### src/rtl/fetch_sequencer.sv
// PC / IF-ID sequencing controller: stalls, redirect squash and halt drain.
// Optional perf counters are built only when FETCH_PERF_EN is defined.
module fetch_sequencer #(
   parameter int FLUSH_CYCLES = 1,
   parameter int DRAIN_CYCLES = 3
) (
   input  logic        CLK,
   input  logic        nRST,
   input  logic        ihit,
   input  logic        dhit,
   input  logic        dmem_req,
   input  logic        load_stall,
   input  logic        jump_req,
   input  logic        branch_taken,
   input  logic        halt_req,
   output logic        pcEN,
   output logic        jumpmux,
   output logic        branchmux,
   output logic        ifid_en,
   output logic        ifid_flush,
   output logic        halted,
   output logic [31:0] stall_cnt,
   output logic [31:0] flush_cnt
);

   typedef enum logic [2:0] {IDLE, FETCH, MEMWAIT, FLUSH, DRAIN, HALT} state_t;

   localparam logic [2:0] FLUSH_LD = 3'(FLUSH_CYCLES - 1);
   localparam logic [3:0] DRAIN_LD = 4'(DRAIN_CYCLES);

   state_t     state, nxt_state;
   logic [2:0] fcnt, nxt_fcnt;
   logic [3:0] dcnt, nxt_dcnt;
   logic       mem_pend;

   assign mem_pend = dmem_req & ~dhit;

   always_comb begin
      nxt_state  = state;
      nxt_fcnt   = fcnt;
      nxt_dcnt   = dcnt;
      pcEN       = 1'b0;
      jumpmux    = 1'b0;
      branchmux  = 1'b0;
      ifid_en    = 1'b0;
      ifid_flush = 1'b0;
      case (state)
         IDLE: nxt_state = FETCH;
         FETCH: begin
            if (mem_pend) begin
               nxt_state = MEMWAIT;
            end else if (halt_req) begin
               ifid_flush = 1'b1;
               nxt_dcnt   = DRAIN_LD;
               nxt_state  = DRAIN;
            end else if (load_stall || !ihit) begin
               nxt_state = FETCH;
            end else if (jump_req || branch_taken) begin
               pcEN       = 1'b1;
               jumpmux    = jump_req;
               branchmux  = branch_taken & ~jump_req;
               ifid_flush = 1'b1;
               nxt_fcnt   = FLUSH_LD;
               if (FLUSH_CYCLES > 1) nxt_state = FLUSH;
            end else begin
               pcEN    = 1'b1;
               ifid_en = 1'b1;
            end
         end
         MEMWAIT: if (dhit) nxt_state = FETCH;
         // wrong-path redirect/halt requests are ignored while squashing
         FLUSH: begin
            ifid_flush = 1'b1;
            pcEN       = ihit;
            if (ihit) begin
               nxt_fcnt = fcnt - 3'd1;
               if (fcnt <= 3'd1) nxt_state = FETCH;
            end
         end
         DRAIN: begin
            ifid_flush = 1'b1;
            if (!mem_pend) begin
               nxt_dcnt = dcnt - 4'd1;
               if (dcnt <= 4'd1) nxt_state = HALT;
            end
         end
         HALT:    nxt_state = HALT;
         default: nxt_state = IDLE;
      endcase
   end

   always_ff @(posedge CLK or negedge nRST) begin
      if (!nRST) begin
         state  <= IDLE;
         fcnt   <= '0;
         dcnt   <= '0;
         halted <= 1'b0;
      end else begin
         state  <= nxt_state;
         fcnt   <= nxt_fcnt;
         dcnt   <= nxt_dcnt;
         halted <= halted | (nxt_state == HALT);
      end
   end

`ifdef FETCH_PERF_EN
   always_ff @(posedge CLK or negedge nRST) begin
      if (!nRST) begin
         stall_cnt <= '0;
         flush_cnt <= '0;
      end else if (state != HALT) begin
         if ((state == FETCH || state == MEMWAIT) && !pcEN) stall_cnt <= stall_cnt + 32'd1;
         if (ifid_flush && state != DRAIN) flush_cnt <= flush_cnt + 32'd1;
      end
   end
`else
   assign stall_cnt = '0;
   assign flush_cnt = '0;
`endif

endmodule
### config.mk
export PLATFORM = sky130hd
export DESIGN_NAME = fetch_sequencer
export DESIGN_NICKNAME = d
export VERILOG_FILES = /design/src/rtl/fetch_sequencer.sv
export SDC_FILE = /design/constraint.sdc
export NUM_CORES = 1
export LEC_CHECK = 0
export ABC_AREA = 1
export CAP_MARGIN = 20
export CORE_ASPECT_RATIO = 0.8
export CORE_UTILIZATION = 38
export DETAILED_ROUTE_END_ITERATION = 10
export PLACE_DENSITY = 0.82
export SYNTH_ARGS = -nofsm -noshare
export SYNTH_HDL_FRONTEND = slang
export SYNTH_SLANG_ARGS = --single-unit
### constraint.sdc
create_clock -name CLK -period 1.59 [get_ports CLK]
set_clock_uncertainty 0.1 [all_clocks]
set_input_delay 0.2385 -clock CLK [delete_from_list [all_inputs] [get_ports CLK]]
set_output_delay 0.2385 -clock CLK [all_outputs]
set_load 0.005 [all_outputs]
Yosys cells after proc, flatten, opt, wreduce, memory -nomap -nowiden
Index checks and enable logic that the tools add are counted.

Input port bits: 9. Register bits after elaboration: 11. Word-level logic and storage cells: 78. Output and inout port bits: 70.

Equality and inequality tests: 13. $add $sub $neg: 2. Reductions and logical operators: 9. Muxes and demuxes: 43. Bitwise gates (word level): 5. $lt $le $gt $ge: 2.

Operators with widths (count): $mux W3 (13); $mux W1 (22); $pmux W3 S6 (1); $ne A2 B2 Y1 const B (7); $mux W4 (3); $eq A3 B3 Y1 const B (3); $pmux W4 S2 (1); $eq A3 B2 Y1 const B (2); $pmux W3 S2 (1); $reduce_and A6 Y1 (1); $le A4 B1 Y1 const B (1); $pmux W1 S2 (2); $reduce_and A4 Y1 (1); $reduce_bool A2 Y1 (2); $sub A4 B1 Y4 const B (1); $eq A3 B1 Y1 const B (1); $le A3 B1 Y1 const B (1); $logic_not A3 Y1 (1); $sub A3 B1 Y3 const B (1); $and A1 B1 Y1 (2); $logic_or A1 B1 Y1 (2); $not A1 Y1 (2); $reduce_or A2 Y1 (1); $logic_not A1 Y1 (1); $or A1 B1 Y1 (1).

Longest topological paths before layout
Gate-level depths: netlist of run 1.

Depth in word-level cells: 8. Gate-level depth with buffers: 8. Gate-level depth less buffers: 8.

Worst setup path after synthesis of run 1
Ideal clock, no wire load.

Kind: register to output. From: register state[2]. To: output port ifid_flush. Buffers on the path: 0. Stages on the path, launching flop included: 6. Data required time: 1.251 ns. Slack: 0.303 ns. Data arrival time: 0.949 ns. Cells stage by stage: dfrtp_1 -> inv_2 -> nand2_2 -> nor2_4 -> nand2_1 -> o21ai_0.

Word-level cells in the longest chain between the ends: 3. Elaborated cells between the ends (all ways): 5. Those cells by class: 3 x eq/ne; 1 x mux; 1 x reduce/logical.

RTL lines: start, declared (line 31) `state_t state, nxt_state;`; start signal, assigned (line 99) `state <= nxt_state;`; $eq A3 B3 Y1 or $eq A3 B2 Y1 (tied branches) (line 47) `case (state)`; $reduce_or A2 Y1 (no source line); $pmux W1 S2 * (line 47); end, declared (line 20) `output logic ifid_flush,`.

Mark *: on every way between the ends. The rest lies on a longest branch, timed or not.

Final worst setup path of run 1
From: register state[2]. To: output port ifid_en.

Word-level cells in the longest chain between the ends: 2.

RTL lines: $eq A3 B1 Y1 (line 47); $mux W1 (line 47); end, declared (line 19) `output logic ifid_en,`.

Every way passes these cells.

==> summary.txt, run 1 <==
Critical path
  • Arrival time of data at the critical path endpoint: 1.31 ns
  • End of the critical path: ifid_en
  • R2R Setup Slk: 0.13 ns
  • Crit Reg-Reg Startpoint: state[2]
  • Number of cells on the worst reg-to-reg path: 9
  • Setup crit end kind: primary output
  • Reg-to-reg critical path endpoint: fcnt[1]
  • Launching element of the worst setup path: state[2]
  • Max FO, Critical Path: 4
  • Startpoint Class: register
  • Type of the worst setup path: register to primary output
  • Data required time at the worst endpoint: 1.25 ns

Global routing
  • Maximum number of pins on one net before global-route repair: 12
  • Wire length of the first global-routing pass: 3220 um
  • Aggregate global routing overflow: 0
  • Initial antenna violation count: 0
  • Via count of the first global-routing pass: 825
  • Total Routing Usage GR: 12.2%

Detailed routing
  • DR vias: 1016
  • Remaining DRCs: 0
  • Router iterations before antenna repair: 4
  • DR iter-0 viols: 55
  • Wire per inst: 7.90 um
  • DR vias/cell: 3.76
  • Routed wire length: 2130 um
  • Remaining number of nets flagged by the antenna check after routing: 0

Outcome
  • Violations in the final reports: setup timing
  • Result of the run: finished, violations left

CTS
  • Root buffer selected by CTS: sky130_fd_sc_hd__clkbuf_8
  • H-Tree Level Count: 1
  • Clock input transition at the sequential cells of the worst setup and hold paths: 0.05 ns
  • Clock latency of the later-clocked register in the worst-skew pair: 0.23 ns
  • CTS Buffer Depth: 2
  • Number of buffers added by the clock tree synthesis step: 3
  • Number of sinks on the clock net: 11
  • CTS tree: done

Yosys
  • Count of mapped cells out of synthesis: 185
  • Combined area of all synthesized cells: 1300 um^2
  • Most frequently used cell type in the post-synthesis netlist: sky130_fd_sc_hd__buf_4
  • Fraction of synthesized cell area taken by the top area cell type: 36.9%
  • Number of enable-type register cells in the synthesized netlist: 0
  • Mean cell area of the mapped netlist: 7.05 um^2
  • Top cells by instance count after synthesis: sky130_fd_sc_hd__buf_4 (64), sky130_fd_sc_hd__nand2_1 (33), sky130_fd_sc_hd__inv_1 (17), sky130_fd_sc_hd__nor2_1 (17), sky130_fd_sc_hd__nand3_1 (12)
  • Unique masters post-synth: 20
  • Synth warn: 0
  • Most instantiated flip-flop cell in the synthesis netlist: sky130_fd_sc_hd__dfrtp_1
  • Leading post-synthesis cells by cell area: sky130_fd_sc_hd__buf_4 (37%), sky130_fd_sc_hd__dfrtp_1 (21%), sky130_fd_sc_hd__nand2_1 (9.5%)
  • Flops & latches, synth: 11
  • Post-synthesis cell type with the largest combined area: sky130_fd_sc_hd__buf_4
  • Part of the Yosys area used for sequential elements: 21.1%
  • Share of flip-flops with an asynchronous set or reset: 100%

STA
  • Post-Route Hold Slack: 0.227 ns
  • Final count of negative-setup-slack endpoints: 3
  • Setup repair after global routing missed its margin: yes
  • Number of endpoints with negative hold slack in the final report: 0
  • Number of slew-limit violations in the final report: 0
  • Post-route fraction of the period consumed by the critical path: 104%
  • Max Clk Rate: 607 MHz
  • Worst Setup Slack, final: -0.0583 ns
  • Post-layout min period: 1.65 ns

Placed design
  • Buffers on Ports: 14
  • Weighted congestion reported at the end of routability-driven placement: 0.821
  • Dpl cell area: 1410 um^2
  • Post-DP HPWL: 1830 um

Final layout
  • Area grow syn2layout: 16.0%
  • Sequential Area: 277 um^2
  • Multi-input gate area in the final layout: 738 um^2
  • Fraction of final layout cells sized beyond drive strength 1: 26.1%
  • Diode insertion count for antenna repair: 0
  • Cell area after layout: 1510 um^2
  • Number of filler instances in the final layout: 334
  • Nets: 244

Pwr
  • Reported leakage power: 0.889 nW
  • Pwr Total: 1.84 mW
  • Peak supply drop: 393 uV
  • Power per cell area: 1220 nW/um^2

Floorplanning
  • Die area: 3670 um^2
  • Row count: 18
  • Y dimension of the die: 54.4 um
  • Core region area: 3180 um^2
  • Die span in x: 67.5 um
  • Effective utilization at floorplan: 41.1%
  • Top-level I/O count: 79

Min path
  • Class of the most critical hold timing path: input port to async pin

Flow run
  • Number of maximum-capacitance constraint violations: 0
[final cells by class]
type                       instances  share of cell area, %
multi-input combinational        152                   48.8
timing repair buffer              42                   21.3
sequential                        11                   18.3
inverter                          21                   5.38
tap                               40                   3.31
clock buffer                       4                   2.98
[repair_timing]
action                                  4_1_cts  5_1_grt
gates resized for setup                      33        2
hold buffers                                  0        0
endpoints found under the setup margin        5        5
pin swaps                                     7        7
buffers inserted                              4        3
[how the worst min path moves through the flow]
stage	end	startpoint	slack (ns)
6_report	fcnt[1]	nRST	0.23
5_1_grt	dcnt[1]	nRST	0.27
4_1_cts	fcnt[1]	nRST	0.24
3_5_place_dp	fcnt[1]	fcnt[1]	0.41
3_3_place_gp	fcnt[1]	fcnt[1]	0.39
2_1_floorplan	dcnt[0]	nRST	-0.16
[worst max-delay path, stage by stage (launching register included)]
cell,delay (ns)
sky130_fd_sc_hd__dfrtp_2,0.43
sky130_fd_sc_hd__nor2_4,0.13
sky130_fd_sc_hd__nand2_2,0.07
sky130_fd_sc_hd__nor2_2,0.12
sky130_fd_sc_hd__buf_4,0.12
sky130_fd_sc_hd__nand2_2,0.04
sky130_fd_sc_hd__nor2_1,0.07
sky130_fd_sc_hd__buf_2,0.11
[state kept, by name, summed over array words and instances (netlist names)]
register  flops
halted        1
state         3
dcnt          4
fcnt          3
[routing by layer]
| layer | GRT usage [%] | part of all wire (%) | vias to the layer above | wire (um) |
|---|---|---|---|---|
| met3 | 2.29 | 8.2 | 0 | 174 |
| met5 | 0 | 0 | - | 0 |
| li1 | - | - | 525 | - |
| met4 | 5.32 | 0 | 0 | 0 |
| met2 | 21.3 | 50 | 50 | 1060 |
| met1 | 14.5 | 42 | 441 | 900 |
[cell usage in the layout (no fill, tap or decap)]
cell	instances
sky130_fd_sc_hd__a21oi_1	2
sky130_fd_sc_hd__buf_2	5
sky130_fd_sc_hd__buf_4	28
sky130_fd_sc_hd__clkbuf_1	1
sky130_fd_sc_hd__clkbuf_8	3
sky130_fd_sc_hd__clkdlybuf4s50_1	6
sky130_fd_sc_hd__conb_1	64
sky130_fd_sc_hd__dfrtp_1	10
sky130_fd_sc_hd__dfrtp_2	1
sky130_fd_sc_hd__dlygate4sd2_1	3
sky130_fd_sc_hd__ha_1	4
sky130_fd_sc_hd__inv_1	15
sky130_fd_sc_hd__inv_2	5
sky130_fd_sc_hd__inv_4	1
sky130_fd_sc_hd__nand2_1	31
sky130_fd_sc_hd__nand2_2	7
sky130_fd_sc_hd__nand2_4	1
sky130_fd_sc_hd__nand3_1	10
sky130_fd_sc_hd__nand3_2	2
sky130_fd_sc_hd__nand3_4	2
sky130_fd_sc_hd__nand4_1	1
sky130_fd_sc_hd__nor2_1	15
sky130_fd_sc_hd__nor2_2	2
sky130_fd_sc_hd__nor2_4	3
sky130_fd_sc_hd__o211ai_1	2
sky130_fd_sc_hd__o21ai_0	3
sky130_fd_sc_hd__o21ai_1	1
sky130_fd_sc_hd__xnor2_1	2
[report_power, final]
group	internal (mW)	switching [mW]
clock network	0.174	0.0874
registers	0.376	0.102
logic	0.509	0.595
total	1.06	0.785
[metrics by stage]
| stage | util, % | instances | worst slack [ns] | TNS (ns) |
|---|---|---|---|---|
| global route | 47.6 | 270 | -0.173 | -0.617 |
| detailed placement | 44.3 | 259 | -0.589 | -2.85 |
| floorplan | - | 248 | 0.303 | 0 |
| global placement | 44.3 | 259 | -0.560 | -2.65 |
| CTS | 46.6 | 267 | -0.0767 | -0.143 |
| finish | 47.6 | 270 | -0.0583 | -0.159 |
[cells by family (layout without fill, tap and decap cells)]
group                    Yosys count  in the layout  synth area share, %
AO/OA/AOI/OAI                      8              8                 3.45
flip-flops                        11             11                 21.1
adder cells (fa/ha/maj)            4              4                 3.84
other                              1             64                0.288
buffers and inverters             85             67                 42.9
AND/OR/NAND/NOR                   74             74                 27.1
XOR/XNOR                           2              2                 1.34
Power figures use the tool's default switching activity.
==> inputs of run 2 (changes only) <==
- CORE_MARGIN: unset -> 5
==> run 2 against run 1 <==
The run still ends with setup timing left. Critical path depth stayed put. Setup slack worse by 0.085 ns. First-iteration DRC count is 82% higher. Sequential share of layout area is 0.91 points lower. Hold slack better by 0.025 ns. Core utilization is 0.49 points lower. Combinational power hardly changed. Clock power is 8.0% higher. Final area is 5.2% higher. Power is 2.1% higher. Register-to-register slack better by 0.04 ns. Final cell count is 3.7% higher. Critical path type unchanged. Largest power group unchanged.
==> summary.txt, run 2 (synthesis gave the netlist of run 1 again) <==
Critical path
  • Startpoint Class: register
  • Number of cells on the worst reg-to-reg path: 8
  • Arrival time of data at the critical path endpoint: 1.39 ns
  • Setup crit end kind: primary output
  • Max FO, Critical Path: 4
  • Cell type with the highest occurrence count on the critical path: sky130_fd_sc_hd__nor2_4
  • Type of the worst setup path: register to primary output
  • Stage delay of the slowest cell on the critical path: 0.44 ns
  • Cell with the largest stage delay on the worst path: sky130_fd_sc_hd__dfrtp_2
  • Data required time at the worst endpoint: 1.25 ns
  • Chain of cells forming the critical path: nor2_4, nand2_2, nor2_4, buf_6, nand2_4, nor2_1, buf_2
  • R2R Setup Slk: 0.17 ns

Pwr
  • Clock network fraction of design power: 15.0%
  • Peak supply drop: 456 uV
  • Fraction of power consumed by sequential logic: 25.3%
  • Reported leakage power: 0.937 nW
  • Net Sw Power: 819 uW
  • Combinational cell fraction of total power: 59.7%
  • Internal power: 1.07 mW
  • Switching power as a share of total power: 43.5%
  • Power per cell area: 1180 nW/um^2
  • Pwr Total: 1.88 mW

STA
  • Final count of negative-setup-slack endpoints: 5
  • Post-layout min period: 1.73 ns
  • Number of slew-limit violations in the final report: 0
  • Setup repair after global routing missed its margin: yes
  • Post-route fraction of the period consumed by the critical path: 109%
  • Number of endpoints with negative hold slack in the final report: 0
  • Max-slew headroom at the worst pin: 64.4%
  • Tightest Pin Transition: 0.533 ns
  • Max Clk Rate: 577 MHz
  • Worst Setup Slack, final: -0.143 ns

Detailed routing
  • DR iter-0 viols: 100
  • Remaining number of nets flagged by the antenna check after routing: 0
  • DR vias: 1108
  • DR vias/cell: 3.96
  • Wire per inst: 10.4 um
  • Remaining DRCs: 0
  • Router iterations before antenna repair: 4
  • Routed wire length: 2910 um

Final layout
  • Number of flip-flops under the largest register name: 4
  • Cell area after layout: 1590 um^2
  • Most frequent cells in the layout: sky130_fd_sc_hd__conb_1 (64), sky130_fd_sc_hd__buf_4 (35), sky130_fd_sc_hd__nand2_1 (31), sky130_fd_sc_hd__inv_1 (14), sky130_fd_sc_hd__nor2_1 (12)
  • Nets: 252
  • Fraction of final layout cells sized beyond drive strength 1: 29.8%
  • Most frequent standard cell in the layout excluding fill and tap cells: sky130_fd_sc_hd__conb_1
  • Biggest register: dcnt
  • Diode insertion count for antenna repair: 0
  • Largest registers: dcnt: 4 flops, fcnt: 3 flops, state: 3 flops
  • Area grow syn2layout: 22.1%

Placed design
  • Dpl cell area: 1420 um^2
  • Post-DP HPWL: 2110 um
  • Buffers on Ports: 14
  • Weighted congestion reported at the end of routability-driven placement: 0.846

CTS
  • CTS tree: done
  • Clock latency of the later-clocked register in the worst-skew pair: 0.24 ns
  • H-Tree Level Count: 1
  • Root buffer selected by CTS: sky130_fd_sc_hd__clkbuf_8
  • Hold buffer count at cts: 0
  • CTS Buffer Depth: 2
  • Clock input transition at the sequential cells of the worst setup and hold paths: 0.05 ns
  • Number of sinks on the clock net: 11
  • Number of buffers added by the clock tree synthesis step: 3

Global routing
  • Met2 track utilization from global routing: 18.8%
  • Met1 Resource Use GR: 12.9%
  • Maximum number of pins on one net before global-route repair: 12
  • Aggregate global routing overflow: 0
  • Routing layer with the top usage in global route: met2
  • Grt met3 use: 4.02%
  • Via count of the first global-routing pass: 919
  • Total Routing Usage GR: 11.1%
  • Initial antenna violation count: 0
  • Wire length of the first global-routing pass: 4060 um

Outcome
  • Result of the run: finished, violations left
  • Violations in the final reports: setup timing

Flow run
  • Number of maximum-capacitance constraint violations: 0

Floorplanning
  • Die area: 4710 um^2
  • Die span in x: 75.5 um
  • Core region area: 3380 um^2
  • Row count: 19
  • Y dimension of the die: 62.4 um
  • Effective utilization at floorplan: 38.6%
  • Top-level I/O count: 79

Min path
  • Class of the most critical hold timing path: input port to async pin
run 2: cell count changes in the layout (fill, tap and decap cells not counted), sizes merged:
cell           delta
dlygate4sd2       +1
clkdlybuf4s15     +1
clkdlybuf4s50     -1
buf               +7
run 2: cell type report:
type	count	area [um^2]
clock buffers	4	45.0
fillers	325	1780
inverters	21	78.8
multi-input cells	152	748
flip-flops and latches	11	277
well taps	42	52.6
repair buffers	50	390
run 2: per-layer routing:
metal | share of wire (%) | vias up
met3 | 8.7 | 6
met2 | 54 | 47
li1 | - | 542
met1 | 36 | 513
met5 | 0 | -
met4 | 1.9 | 0
run 2: power groups by stage:
stage               Clock (mW)  Combinational, mW  Sequential [mW]
floorplan                    0              0.739            0.469
global placement             0              0.970            0.480
detailed placement           0              0.990            0.486
CTS                      0.284               1.08            0.475
global route             0.301               1.26            0.488
finish                   0.283               1.12            0.477
run 2: worst paths after layout:
check,from,to
hold reg to reg,fcnt[1],fcnt[1]
max in group asynchronous,nRST,state[2]
setup reg to reg,state[2],fcnt[2]
min in group CLK,fcnt[1],fcnt[1]
hold / removal,nRST,halted
setup / recovery,state[2],branchmux
run 2: repair_timing:
item,in CTS,in global routing
pin swaps,8,4
setup buffers,13,1
resized for setup,35,6
cloned,0,0
endpoints found under the setup margin,5,5
run 2: worst max-delay path, delay by kind of cell, from the launching register on:
| kind | cells | cell delay, ns |
|---|---|---|
| buffers and inverters | 2 | 0.23 |
| flip-flops | 1 | 0.44 |
| AND/OR/NAND/NOR | 5 | 0.48 |
run 2: through the flow:
step                setup TNS (ns)  hold slack (ns)  setup WS (ns)  utilization (%)  instances
detailed placement           -2.95            0.392         -0.615             42.0        262
global placement             -2.50            0.378         -0.509             42.0        262
finish                      -0.654            0.251         -0.143             47.1        280
CTS                         -0.332            0.264         -0.104             46.3        279
floorplan                        0           -0.157          0.303                -        248
global route                 -1.04            0.299         -0.229             47.1        280
